**config.mk**
```make
export PLATFORM = sky130hd
export DESIGN_NAME = burst_randomizer
export DESIGN_NICKNAME = d
export VERILOG_FILES = /design/src/rtl/rand_pkg.sv /design/src/rtl/prbs_unroll.sv /design/src/rtl/burst_randomizer.sv
export SDC_FILE = /design/constraint.sdc
export NUM_CORES = 1
export LEC_CHECK = 0
export CORE_ASPECT_RATIO = 0.5
export CORE_MARGIN = 8
export CORE_UTILIZATION = 52
export DETAILED_ROUTE_END_ITERATION = 12
export GPL_TIMING_DRIVEN = 0
export PLACE_DENSITY = 0.95
export SLEW_MARGIN = 5
export SYNTH_ARGS = -nofsm -noshare
export SYNTH_HDL_FRONTEND = slang
export SYNTH_SLANG_ARGS = --single-unit
```
**constraint.sdc**
```tcl
create_clock -name clk -period 3.6 [get_ports clk]
set_input_delay 0.72 -clock clk [delete_from_list [all_inputs] [get_ports clk]]
set_output_delay 0.72 -clock clk [all_outputs]
set_load 0.02 [all_outputs]
```
**src/rtl/rand_pkg.sv**
```systemverilog
// Shared types and the single-bit PRBS step (1 + x^14 + x^15) for the burst randomizer.
package rand_pkg;

    typedef enum logic [1:0] {
        IDLE = 2'd0,
        RUN  = 2'd1,
        PAD  = 2'd2
    } state_t;

    localparam int PRBS_LEN = 15;
    localparam int TAP_A    = 13;
    localparam int TAP_B    = 14;

    // Returns {next_v, fb}; fb is also the keystream bit for this step.
    function automatic logic [PRBS_LEN:0] prbs_step(input logic [PRBS_LEN-1:0] v);
        logic fb;
        fb = v[TAP_A] ^ v[TAP_B];
        return {v[PRBS_LEN-2:0], fb, fb};
    endfunction

endpackage

```
**src/rtl/prbs_unroll.sv**
```systemverilog
// Combinational W-step LFSR advance; keystream bit W-1 is the first step in time.
module prbs_unroll
    import rand_pkg::*;
#(
    parameter int W = 8
) (
    input  logic [PRBS_LEN-1:0] v,
    output logic [PRBS_LEN-1:0] next_v,
    output logic [W-1:0]        keystream
);

    logic [PRBS_LEN-1:0] cur;
    logic [PRBS_LEN:0]   step;

    always_comb begin
        cur       = v;
        step      = '0;
        keystream = '0;
        for (int i = 0; i < W; i++) begin
            step             = prbs_step(cur);
            keystream[W-1-i] = step[0];
            cur              = step[PRBS_LEN:1];
        end
        next_v = cur;
    end

endmodule

```
**src/rtl/burst_randomizer.sv**
```systemverilog
// Burst-aware PRBS randomizer/derandomizer: per-burst seed and word count, W bits per clock.
// Optional RAND_PAD_EN: an early in_last pads the remaining burst with randomized all-ones words.
module burst_randomizer
    import rand_pkg::*;
#(
    parameter int W     = 8,
    parameter int LEN_W = 16
) (
    input  logic                clk,
    input  logic                reset,
    input  logic                cfg_valid,
    output logic                cfg_ready,
    input  logic [PRBS_LEN-1:0] cfg_seed,
    input  logic [LEN_W-1:0]    cfg_len,
    input  logic [W-1:0]        in_data,
    input  logic                in_valid,
    input  logic                in_last,
    output logic                in_ready,
    output logic [W-1:0]        out_data,
    output logic                out_valid,
    output logic                out_last,
    input  logic                out_ready,
    output logic                busy
);

    state_t              state, state_nx;
    logic [PRBS_LEN-1:0] lfsr, lfsr_nx;
    logic [LEN_W-1:0]    cnt;
    logic [W-1:0]        keystream;
    logic                out_free, cfg_fire, in_fire, pad_fire, word_fire, final_word, go_pad;

    prbs_unroll #(.W(W)) u_unroll (
        .v         (lfsr),
        .next_v    (lfsr_nx),
        .keystream (keystream)
    );

    assign out_free   = !out_valid || out_ready;
    assign cfg_ready  = (state == IDLE);
    assign busy       = (state != IDLE);
    assign in_ready   = (state == RUN) && out_free;
    assign cfg_fire   = cfg_valid && cfg_ready;
    assign in_fire    = in_valid && in_ready;

`ifdef RAND_PAD_EN
    assign pad_fire   = (state == PAD) && out_free;
    assign go_pad     = in_fire && in_last && (cnt > LEN_W'(1));
`else
    logic unused_last;
    assign unused_last = in_last;
    assign pad_fire    = 1'b0;
    assign go_pad      = 1'b0;
`endif

    assign word_fire  = in_fire || pad_fire;
    assign final_word = word_fire && (cnt == LEN_W'(1));

    always_comb begin
        state_nx = state;
        case (state)
            IDLE: if (cfg_fire && (cfg_len != '0)) state_nx = RUN;
            RUN: begin
                if (final_word)  state_nx = IDLE;
                else if (go_pad) state_nx = PAD;
            end
`ifdef RAND_PAD_EN
            PAD: if (final_word) state_nx = IDLE;
`endif
            default: state_nx = IDLE;
        endcase
    end

    always_ff @(posedge clk or posedge reset) begin
        if (reset) begin
            state     <= IDLE;
            lfsr      <= '0;
            cnt       <= '0;
            out_data  <= '0;
            out_valid <= 1'b0;
            out_last  <= 1'b0;
        end else begin
            state <= state_nx;
            if (cfg_fire) begin
                lfsr <= cfg_seed;
                cnt  <= cfg_len;
            end else if (word_fire) begin
                lfsr <= lfsr_nx;
                cnt  <= cnt - LEN_W'(1);
            end
            // Single output register; holds data and last while stalled.
            if (word_fire) begin
                out_valid <= 1'b1;
                out_data  <= (pad_fire ? {W{1'b1}} : in_data) ^ keystream;
                out_last  <= (cnt == LEN_W'(1));
            end else if (out_ready) begin
                out_valid <= 1'b0;
            end
        end
    end

endmodule

```
# Word level (Yosys, flattened, before mapping)

Cells that the tools add are included.
W data, S select, Z words.

Register bits after elaboration: 43
Bits in latches: 0
Bits in writable memories: 0
ROM bits: 0
Input bits: 45
Output and inout bits: 13
Logic and storage cells: 42
Memories: 0

Add/subtract/negate cells: 1
Multipliers: 0
Div/mod/pow operators: 0
$lt $le $gt $ge: 0
Equal/unequal tests: 4
Shift operators: 0
Muxes and demuxes: 9
Bitwise operators: 9
Reductions and logical operators: 13

Operator list:

| cell                    | count |
|---|---|
| $mux W16                | 2 |
| $mux W15                | 2 |
| $eq A16 B1 Y1 const B   | 1 |
| $reduce_bool A16 Y1     | 1 |
| $sub A16 B1 Y16 const B | 1 |
| $xor A1 B1 Y1           | 8 |
| $xor A8 B8 Y8           | 1 |
| $reduce_bool A2 Y1      | 3 |
| $logic_and A1 B1 Y1     | 5 |
| $mux W2                 | 2 |
| $pmux W2 S2             | 1 |
| $eq A2 B1 Y1 const B    | 1 |
| $logic_not A2 Y1        | 1 |
| $mux W1                 | 2 |
| $ne A2 B1 Y1 const B    | 1 |
| $ne A2 B2 Y1 const B    | 1 |
| $reduce_and A2 Y1       | 1 |
| $logic_not A1 Y1        | 1 |
| $logic_or A1 B1 Y1      | 1 |

# Logic depth before layout (Yosys ltp)

Gate-level depths: netlist of run 1.

Depth in word-level cells: 7
Mapped depth: 6
Mapped depth without buffers: 6

# Modules after synthesis

From an unflattened synthesis of run 1, not the netlist that was laid out.

Cell total of the unflattened synthesis: 270
Area total of the unflattened synthesis: 2368.5 um2

By module, submodules not included:

| module           | instances | cells each | area an instance (um2) | seq. area each (um2) |
|---|---|---|---|---|
| burst_randomizer | 1         | 247        | 2185.8                 | 1051.0 |
| prbs_unroll      | 1         | 23         | 182.7                  | 0.0 |

# Worst setup path after synthesis of run 1

Ideal clock, no wire load.

Path type: input to register
Start: in out_ready
End: reg lfsr[0]
Setup time: 0.126 ns
Data arrival time: 1.832 ns
Required time: 3.474 ns
Path slack: 1.642 ns
Stages on the path: 6
Path buffers: 2
Path through: nand2b_1 clkbuf_1 nand2_1 clkbuf_1 nor2_1 a221o_1

Longest elaborated chain between the ends: 4

RTL lines:

| what                                | RTL line               | text |
|---|---|---|
| start, declared                     | burst_randomizer.sv:22 | `input logic out_ready,` |
| $logic_or A1 B1 Y1                  | burst_randomizer.sv:38 | `assign out_free = !out_valid \|\| out_ready;` |
| $logic_and A1 B1 Y1                 | burst_randomizer.sv:41 | `assign in_ready = (state == RUN) && out_free;` |
| $logic_and A1 B1 Y1                 | burst_randomizer.sv:43 | `assign in_fire = in_valid && in_ready;` |
| $reduce_bool A2 Y1 (no source line) | n/a                    |  |
| end signal, assigned                | burst_randomizer.sv:84 | `lfsr <= cfg_seed;` |
| end signal, assigned                | burst_randomizer.sv:87 | `lfsr <= lfsr_nx;` |
| end, declared                       | burst_randomizer.sv:27 | `logic [PRBS_LEN-1:0] lfsr, lfsr_nx;` |

Every way passes these cells.
A chain may end at the register's enable or synchronous reset.

# Worst setup path after layout of run 1

Start: in out_ready
End: out in_ready

Longest elaborated chain between the ends: 2

RTL lines:

| what                | RTL line               | text |
|---|---|---|
| $logic_or A1 B1 Y1  | burst_randomizer.sv:38 |  |
| $logic_and A1 B1 Y1 | burst_randomizer.sv:41 |  |
| end, declared       | burst_randomizer.sv:18 | `output logic in_ready,` |

Every way passes these cells.

==> results_dict.tcl, run 1 <==
set metrics [dict create \
    crit_path_top_delay_cell "clkdlybuf4s50_1" \
    cts_tree "done" \
    tightest_slew_ns 0.871 \
    synthArstFlopShare 1.00 \
    r2r-start "cnt[0]" \
    layout.cells.non_filler 349 \
    hold_class "reg2reg" \
    antenna_found_initial 0 \
    numPlacedInstances 341 \
    fin_util 0.734 \
    startpoint_type "input port" \
    dp_hpwl_um 4570 \
    synth_fa_ha_area_frac 0.0116 \
    grt_max_degree 43 \
    yosys_warnings 0 \
    synth_mux_area_frac 0 \
    ios 58 \
    cts_hold_buf 0 \
    worst-path-max-fanout 4 \
    core_mm2 0.00394 \
    power_uw 2070 \
    setup.worst_path.end_class "output pin" \
    via_count 2149 \
    required_ns 2.88 \
    fmaxAchievable_ghz 0.360 \
    synth_nets 278 \
    timing.final.max_slew_violations 0 \
    setup_tns_ns 0 \
    critPathKind "in2out" \
    area.growth.synth_to_final_pct 34.2 \
    gp_congestion 0.912 \
    fin_area_mm2 0.00290 \
    synth_xor_area_frac 0.0731 \
    hp-start "out_last" \
    synth_area_mm2 0.00216 \
    fp.dieW_um 107 \
    path_clk_slew_ns 0.08 \
    synth_area_leaders "dfrtp_1 49%, nand2_1 7.3%, a221o_1 5.6%" \
    grt_pass1_wl_um 10200 \
    track_usage 0.200 \
    root_buffer "clkbuf_8" \
    ys_ff_latch 42 \
    post_cts_buffers 0 \
    worstRegToRegCells 6 \
    yosys.area.top_type "dfrtp_1" \
    rsz0062_at_grt "false" \
    path_cells "clkdlybuf4s50_1 -> nor2b_1 -> nor2_1 -> clkdlybuf4s50_1" \
    synth_ff_type "dfrtp_1" \
    cts.repair.resized 0 \
    final_cell_mix "56 x clkdlybuf4s50_1, 42 x nand2_1, 42 x dfrtp_1" \
    synth_top_family_by_area "simple AND/OR/NAND/NOR gates" \
    worstHoldEndpoint "out_last" \
    drc 0 \
    grt_pass1_vias 2100 \
    design.die.area_mm2 0.00659 \
    layout.nets 341 \
    grt_overflow 0 \
    clkSinkCount 42 \
    diodes 0 \
    fp.dieH_um 61.5 \
    clockBufferDepth 2 \
    synth_edf_count 0 \
    port-buffer-count 56 \
    hold_viol_final 0 \
    worst_path_largest_cell_delay_ns 0.55 \
    drtAntennaViolNets 0 \
    yosysTopAreaCellShare 0.487 \
    worstHoldPathCells 1 \
    synth_compound_area_frac 0.182 \
    setup_viol 0 \
    crit_top_cell "clkdlybuf4s50_1" \
    postPlaceCellArea_mm2 0.00279 \
    cts_buffers 5 \
    vias_per_cell 6.16 \
    clkLatencyLatePin_ns 0.30 \
    yosys.area_share.simple 0.216 \
    routed_wl_um 6370 \
    ys_seq_area_frac 0.487 \
    final_layout_size_suffix_gt1_frac 0.0441 \
    vdd_drop_max_mv 0.275 \
    p_leak_uw 0.00118 \
    std_cell_rows 16 \
    slew-limit-headroom 0.418 \
    postSynthAreaPerCell_um2 9.34 \
    wl_per_cell_um 18.2 \
    synth.distinct_cells 35 \
    r2r-end "cnt[12]" \
    layout_min_cycle_time_ns 2.77 \
    rrSetupSlack_ns 1.53 \
    cap_violations 0 \
    htreeDepth 2 \
    worstPathArrival_ns 2.05 \
    clock-skew-final_ns 0.00700 \
    fin_crit_sh 0.771 \
    final_common_cell "clkdlybuf4s50_1" \
    syn-instance-count 231 \
    nFillCells 264 \
    status "finished clean" \
    drt-initial-drc-count 250 \
    initial_utilization 0.547 \
    first_pass_iters 5 \
    powerDensity_mw_per_mm2 714 \
]
## power breakdown
part	internal, uW	switching, uW
Clock	207	168
Sequential	671	201
Combinational	398	422
## metal layers
metal / track usage / part of all wire
met5: 0 / 0
met3: 0.0491 / 0.10
met4: 0.0752 / 0.019
met1: 0.241 / 0.40
met2: 0.345 / 0.48
## cells in the mapped netlist (2+ instances only)
master / instances
a21oi_1: 2
a221o_1: 12
a22oi_1: 3
a31oi_1: 6
buf_2: 3
clkbuf_1: 7
dfrtp_1: 42
ha_1: 2
inv_1: 5
nand2_1: 42
nand3_1: 6
nand4_1: 5
nor2_1: 26
nor2b_1: 2
nor3_1: 2
nor4_1: 8
o211ai_1: 6
o21ai_0: 13
o21bai_1: 2
o311ai_0: 2
o311ai_1: 3
or4_1: 3
xnor2_1: 8
xor2_1: 10
## flip-flops by register name, summed over array words and instances (netlist names)
| name | flops |
|---|---|
| state | 1 |
| out_last | 1 |
| lfsr | 15 |
| cnt | 16 |
| out_data | 8 |
| out_valid | 1 |
## through the flow
step	setup slack, ns	hold slack [ns]
2_1_floorplan	1.64	0.466
3_3_place_gp	0.861	0.460
3_5_place_dp	0.818	0.469
4_1_cts	0.830	0.487
5_1_grt	0.723	0.516
6_report	0.825	0.484
## how the worst max path moves through the flow
stage / slack [ns] / start / to / depth (start not counted)
6_report: 0.83 / out_ready / in_ready / 4
3_3_place_gp: 0.86 / out_ready / in_ready / 4
2_1_floorplan: 1.64 / out_ready / lfsr[0] / 6
3_5_place_dp: 0.82 / out_ready / cnt[4] / 6
5_1_grt: 0.72 / out_ready / in_ready / 4
4_1_cts: 0.83 / out_ready / in_ready / 4
## final cells by class
class	instances	area (um^2)	area share
tap	54	67.6	0.0233
timing repair buffer	56	561	0.194
inverter	5	18.8	0.00648
buffer	11	45.0	0.0156
multi-input combinational	173	1040	0.360
sequential	42	1050	0.363
clock buffer	6	72.6	0.0251
clock inverter	2	37.5	0.0130
## cells by family after synthesis
logic type | after synthesis
XOR/XNOR | 18
buffers and inverters | 16
adder cells (fa/ha/maj) | 2
AND/OR/NAND/NOR | 100
AO/OA/AOI/OAI | 53
flip-flops | 42
## critical path, delay by kind of cell
family / cells / cell delay [ns]
buffers and inverters: 2 / 0.96
AND/OR/NAND/NOR: 2 / 0.37
Note: power is estimated with default switching activity, not from simulation.
==> run 2, diff against run 1 <==
CORE_UTILIZATION = 43   (was 52)
PLACE_DENSITY = 0.86   (was 0.95)
clock period = 2.3 ns   (was 3.6 ns; I/O delays follow)
==> run 2 against run 1 <==
Net effect: global-route usage decreased by 3.6 points; setup slack got worse by 0.75 ns; final cell count increased by 4.3%; critical path type unchanged; design area increased by 0.69%; total power increased by 55%; clock power increased by 57%; sequential share of layout area decreased by 0.25 points; die area increased by 16%; highest routed layer unchanged; core utilization decreased by 14 points; via count decreased by 3.7%; first-iteration DRC count increased by 3.2%.
==> results_dict.tcl, run 2 (synthesized netlist as in run 1, its figures left out) <==
set metrics [dict create \
    largest_reg_flops 16 \
    htreeDepth 2 \
    area.growth.synth_to_final_pct 35.2 \
    setup.worst_path.end_class "output pin" \
    setup_tns_ns 0 \
    via_count 2070 \
    worstRegToRegCells 6 \
    vdd_drop_max_mv 0.394 \
    design.die.area_mm2 0.00768 \
    p_leak_uw 0.00119 \
    crit_top_cell "clkdlybuf4s50_1" \
    endpoint "in_ready" \
    slew-limit-headroom 0.420 \
    final_layout_size_suffix_gt1_frac 0.0510 \
    grt_max_degree 43 \
    cts_buffers 5 \
    post_cts_buffers 0 \
    fin_util 0.597 \
    clock-skew-final_ns 0.00348 \
    track_usage 0.163 \
    drt-initial-drc-count 258 \
    required_ns 1.84 \
    worstPathArrival_ns 1.77 \
    final_cell_mix "56 x clkdlybuf4s50_1, 42 x dfrtp_1, 41 x nand2_1" \
    layout_min_cycle_time_ns 2.23 \
    path_clk_slew_ns 0.08 \
    r2r-start "cnt[0]" \
    ios 58 \
    diodes 0 \
    std_cell_rows 18 \
    port-buffer-count 56 \
    vias_per_cell 5.69 \
    nFillCells 418 \
    r2r-end "cnt[12]" \
    cts_tree "done" \
    crit_path_top_delay_cell "clkdlybuf4s50_1" \
    timing.final.max_slew_violations 0 \
    layout.nets 340 \
    gp_congestion 0.882 \
    startpoint_type "input port" \
    cap_violations 0 \
    top_layer_used "met4" \
    first_pass_iters 5 \
    setup_viol 0 \
    dp_hpwl_um 4490 \
    hold_class "reg2reg" \
    hp-start "out_data[2]" \
    drtAntennaViolNets 0 \
    clockBufferDepth 2 \
    grt_pass1_vias 2140 \
    clkLatencyLatePin_ns 0.30 \
    rsz0062_at_grt "false" \
    clkSinkCount 42 \
    top_register "cnt" \
    dr_wl_met3_um 466 \
    cp.depth 4 \
    routed_wl_um 6150 \
    core_mm2 0.00489 \
    wl_met1_um 2600 \
    hold_viol_final 0 \
    tightest_slew_ns 0.869 \
    grt_overflow 0 \
    reg.largest.list "cnt: 16 flops, lfsr: 15 flops, out_data: 8 flops" \
    grt_pass1_wl_um 10000 \
    power_uw 3200 \
    status "finished clean" \
    critical_path.top_delay_family "buffers and inverters" \
    fp.dieH_um 66.1 \
    path_buf_inv 2 \
    path_cells "clkdlybuf4s50_1 -> nor2b_1 -> nor2_1 -> clkdlybuf4s50_1" \
    critPathKind "in2out" \
    fp.dieW_um 116 \
    worst_path_largest_cell_delay_ns 0.54 \
    fmaxAchievable_ghz 0.449 \
    powerDensity_mw_per_mm2 1100 \
    holdWs_ns 0.483 \
    drc 0 \
    root_buffer "clkbuf_8" \
    antenna_found_initial 0 \
    wl_met2_um 2940 \
    rrSetupSlack_ns 0.16 \
    setup.worst_path.start "out_ready" \
    wl_per_cell_um 16.9 \
    initial_utilization 0.441 \
    final_common_cell "clkdlybuf4s50_1" \
    fin_crit_sh 0.969 \
    worst-path-max-fanout 4 \
]
-- run 2: report_power, final --
group / total [uW] / internal (uW) / switching, uW
Combinational: 1260 / 623 / 634
Sequential: 1350 / 1050 / 297
Clock: 590 / 324 / 266
Total: 3200 / 2000 / 1200
-- run 2: stage by stage --
stage	cell area [um^2]	std cells	setup WS, ns
after floorplan	2160	231	0.589
after global placement	2810	357	-0.248
after detailed placement	2810	357	-0.303
after CTS	2920	365	0.00543
after global routing	2920	364	0.00647
final	2920	364	0.0722
-- run 2: how the worst min path moves through the flow --
stage | endpoint | cells past startpoint
floorplan | lfsr[14] | 2
global placement | out_data[2] | 2
detailed placement | out_data[6] | 2
CTS | out_data[6] | 2
global route | out_last | 1
finish | out_data[2] | 2
-- run 2: final cells by class --
cell class,instances,area (um^2),area share
clock inverters,2,37.5,0.0129
well taps,70,87.6,0.0300
plain buffers,10,42.5,0.0146
multi-input cells,173,1040,0.358
flip-flops and latches,42,1050,0.361
inverters,5,18.8,0.00644
repair buffers,56,561,0.192
clock buffers,6,72.6,0.0249
-- run 2: worst register-to-register path, stage by stage, from the launching register on --
cell and delay [ns]:
dfrtp_1 0.44, inv_1 0.10, ha_1 0.19, nor3b_1 0.52, nand4_1 0.32, or3_1 0.42, nand3_1 0.09
-- run 2: per-layer routing --
| layer | vias to the layer above | GRT usage |
|---|---|---|
| li1 | 961 | - |
| met1 | 990 | 0.203 |
| met4 | 0 | 0.0624 |
| met2 | 96 | 0.275 |
| met3 | 23 | 0.0337 |
| met5 | - | 0 |
-- run 2: what timing repair did --
action / in CTS / in global routing
gates resized for setup: 0 / 3
setup endpoints to repair: 0 / 8
hold buffers: 0 / 0
==> run 3, diff against run 2 <==
CORE_UTILIZATION = 45   (was 43)
CTS_BUF_LIST = sky130_fd_sc_hd__clkbuf_8   (was unset)
PLACE_DENSITY = 0.89   (was 0.86)
==> run 3 against run 2 <==
Net effect: hold slack better by 0.0013 ns; non-clock buffer count up 1; critical path depth unchanged; sequential cell count stayed put; total power shrank 3.2%; maximum frequency is 0.69% lower; register-to-register slack improved by 0.11 ns; sequential share of layout area increased by 0.28 points.
==> results_dict.tcl, run 3 (synthesized netlist as in run 1, its figures left out) <==
set metrics [dict create \
    switching_share 0.391 \
    rrSetupSlack_ns 0.27 \
    grt_pass1_wl_um 10000 \
    clock-skew-final_ns 0.00391 \
    wl_per_cell_um 17.2 \
    first_pass_iters 4 \
    worstPathArrival_ns 1.78 \
    worstHoldEndpoint "out_last" \
    p_comb_frac 0.407 \
    fp.dieH_um 65.0 \
    fin_crit_sh 0.975 \
    diodes 0 \
    largest_reg_flops 16 \
    hold_class "reg2reg" \
    root_buffer "clkbuf_8" \
    dp_hpwl_um 4560 \
    clockBufferDepth 2 \
    reg.largest.list "cnt: 16 flops, lfsr: 15 flops, out_data: 8 flops" \
    track_usage 0.169 \
    path_clk_slew_ns 0.08 \
    area.growth.synth_to_final_pct 34.1 \
    htreeDepth 2 \
    vdd_drop_max_mv 0.407 \
    layout_min_cycle_time_ns 2.24 \
    setup_tns_ns 0 \
    drtAntennaViolNets 0 \
    final_layout_size_suffix_gt1_frac 0.0508 \
    design.die.area_mm2 0.00740 \
    antenna_found_initial 0 \
    cts_buffers 5 \
    fp.dieW_um 114 \
    powerDensity_mw_per_mm2 1070 \
    grt_max_degree 43 \
    drt-initial-drc-count 247 \
    setup_viol 0 \
    p_int_uw 1880 \
    initial_utilization 0.478 \
    cts_hold_buf 0 \
    postPlaceCellArea_mm2 0.00280 \
    grt_overflow 0 \
    seqCellArea_mm2 0.00105 \
    tightest_slew_ns 0.862 \
    top_register "cnt" \
    r2r-start "cnt[0]" \
    std_cell_rows 17 \
    cap_violations 0 \
    p_leak_uw 0.00118 \
    power.switching_uw 1210 \
    grt_pass1_vias 2124 \
    startpoint_type "input port" \
    fmaxAchievable_ghz 0.446 \
    vias_per_cell 5.77 \
    via_count 2082 \
    ios 58 \
    sequentialPowerShare 0.439 \
    final_cell_mix "56 x clkdlybuf4s50_1, 42 x dfrtp_1, 41 x nand2_1" \
    clkLatencyLatePin_ns 0.30 \
    gp_congestion 0.892 \
    drc 0 \
    setup.worst_path.end_class "output pin" \
    routed_wl_um 6200 \
    layout.nets 341 \
    hold_viol_final 0 \
    worstRegToRegCells 6 \
    slew-limit-headroom 0.425 \
    multi_input_area_mm2 0.00105 \
    clkSinkCount 42 \
    fin_area_mm2 0.00289 \
    required_ns 1.84 \
    status "finished clean" \
    r2r-end "cnt[12]" \
    core_mm2 0.00451 \
    critPathKind "in2out" \
    timing.final.max_slew_violations 0 \
    hp-start "out_last" \
    cts_tree "done" \
    post_cts_buffers 0 \
    worstHoldPathCells 1 \
    port-buffer-count 56 \
    final_common_cell "clkdlybuf4s50_1" \
    worst-path-max-fanout 4 \
    rsz0062_at_grt "true" \
    nFillCells 370 \
    p_clk_frac 0.155 \
]
run 3: worst max-delay path by stage:
stage / startpoint / to / slack, ns / cells after the start
3_5_place_dp: out_ready / lfsr[1] / -0.19 / 7
2_1_floorplan: state[0] / lfsr[0] / 0.59 / 6
6_report: out_ready / in_ready / 0.06 / 4
3_3_place_gp: out_ready / lfsr[3] / -0.16 / 7
5_1_grt: out_ready / in_ready / -0.007 / 4
4_1_cts: out_ready / in_ready / 0.06 / 4
run 3: what timing repair did:
item                                    4_1_cts  5_1_grt
gates resized for setup                       0        3
hold endpoints to repair                      0        0
endpoints found under the setup margin        0       10
run 3: metrics by stage:
step / total power (uW) / utilization / std cells / setup WS [ns] / hold WS [ns]
6_report: 3090 / 0.642 / 361 / 0.0568 / 0.484
5_1_grt: 3300 / 0.642 / 361 / -0.00722 / 0.511
4_1_cts: 3090 / 0.640 / 361 / 0.0565 / 0.490
3_5_place_dp: 2610 / 0.621 / 353 / -0.188 / 0.472
3_3_place_gp: 2550 / 0.621 / 353 / -0.161 / 0.459
2_1_floorplan: 2150 / - / 231 / 0.589 / 0.466
run 3: layout make-up:
type                            count  area share
Clock inverter                      3     0.00606
Inverter                            5     0.00649
Sequential cell                    42       0.363
Clock buffer                        5      0.0238
Timing Repair Buffer               56       0.194
Buffer                             11      0.0156
Tap cell                           66      0.0285
Multi-Input combinational cell    173       0.362
run 3: worst max-delay path, cell delays in order:
cell             delay [ns]
clkdlybuf4s50_1        0.41
nor2b_1                0.29
nor2_1                 0.07
clkdlybuf4s50_1        0.55
run 3: layer usage:
metal	track usage	share of wire	vias to the layer above
met5	0	0	-
met4	0.0854	0.031	0
met3	0.0452	0.090	21
met2	0.281	0.47	101
met1	0.201	0.41	997
li1	-	-	963
run 3: power groups by stage:
stage               sequential (uW)  combinational (uW)  clock [uW]
global route                   1400                1390         512
floorplan                      1380                 768           0
CTS                            1350                1260         478
global placement               1340                1210           0
detailed placement             1360                1250           0
finish                         1360                1260         478
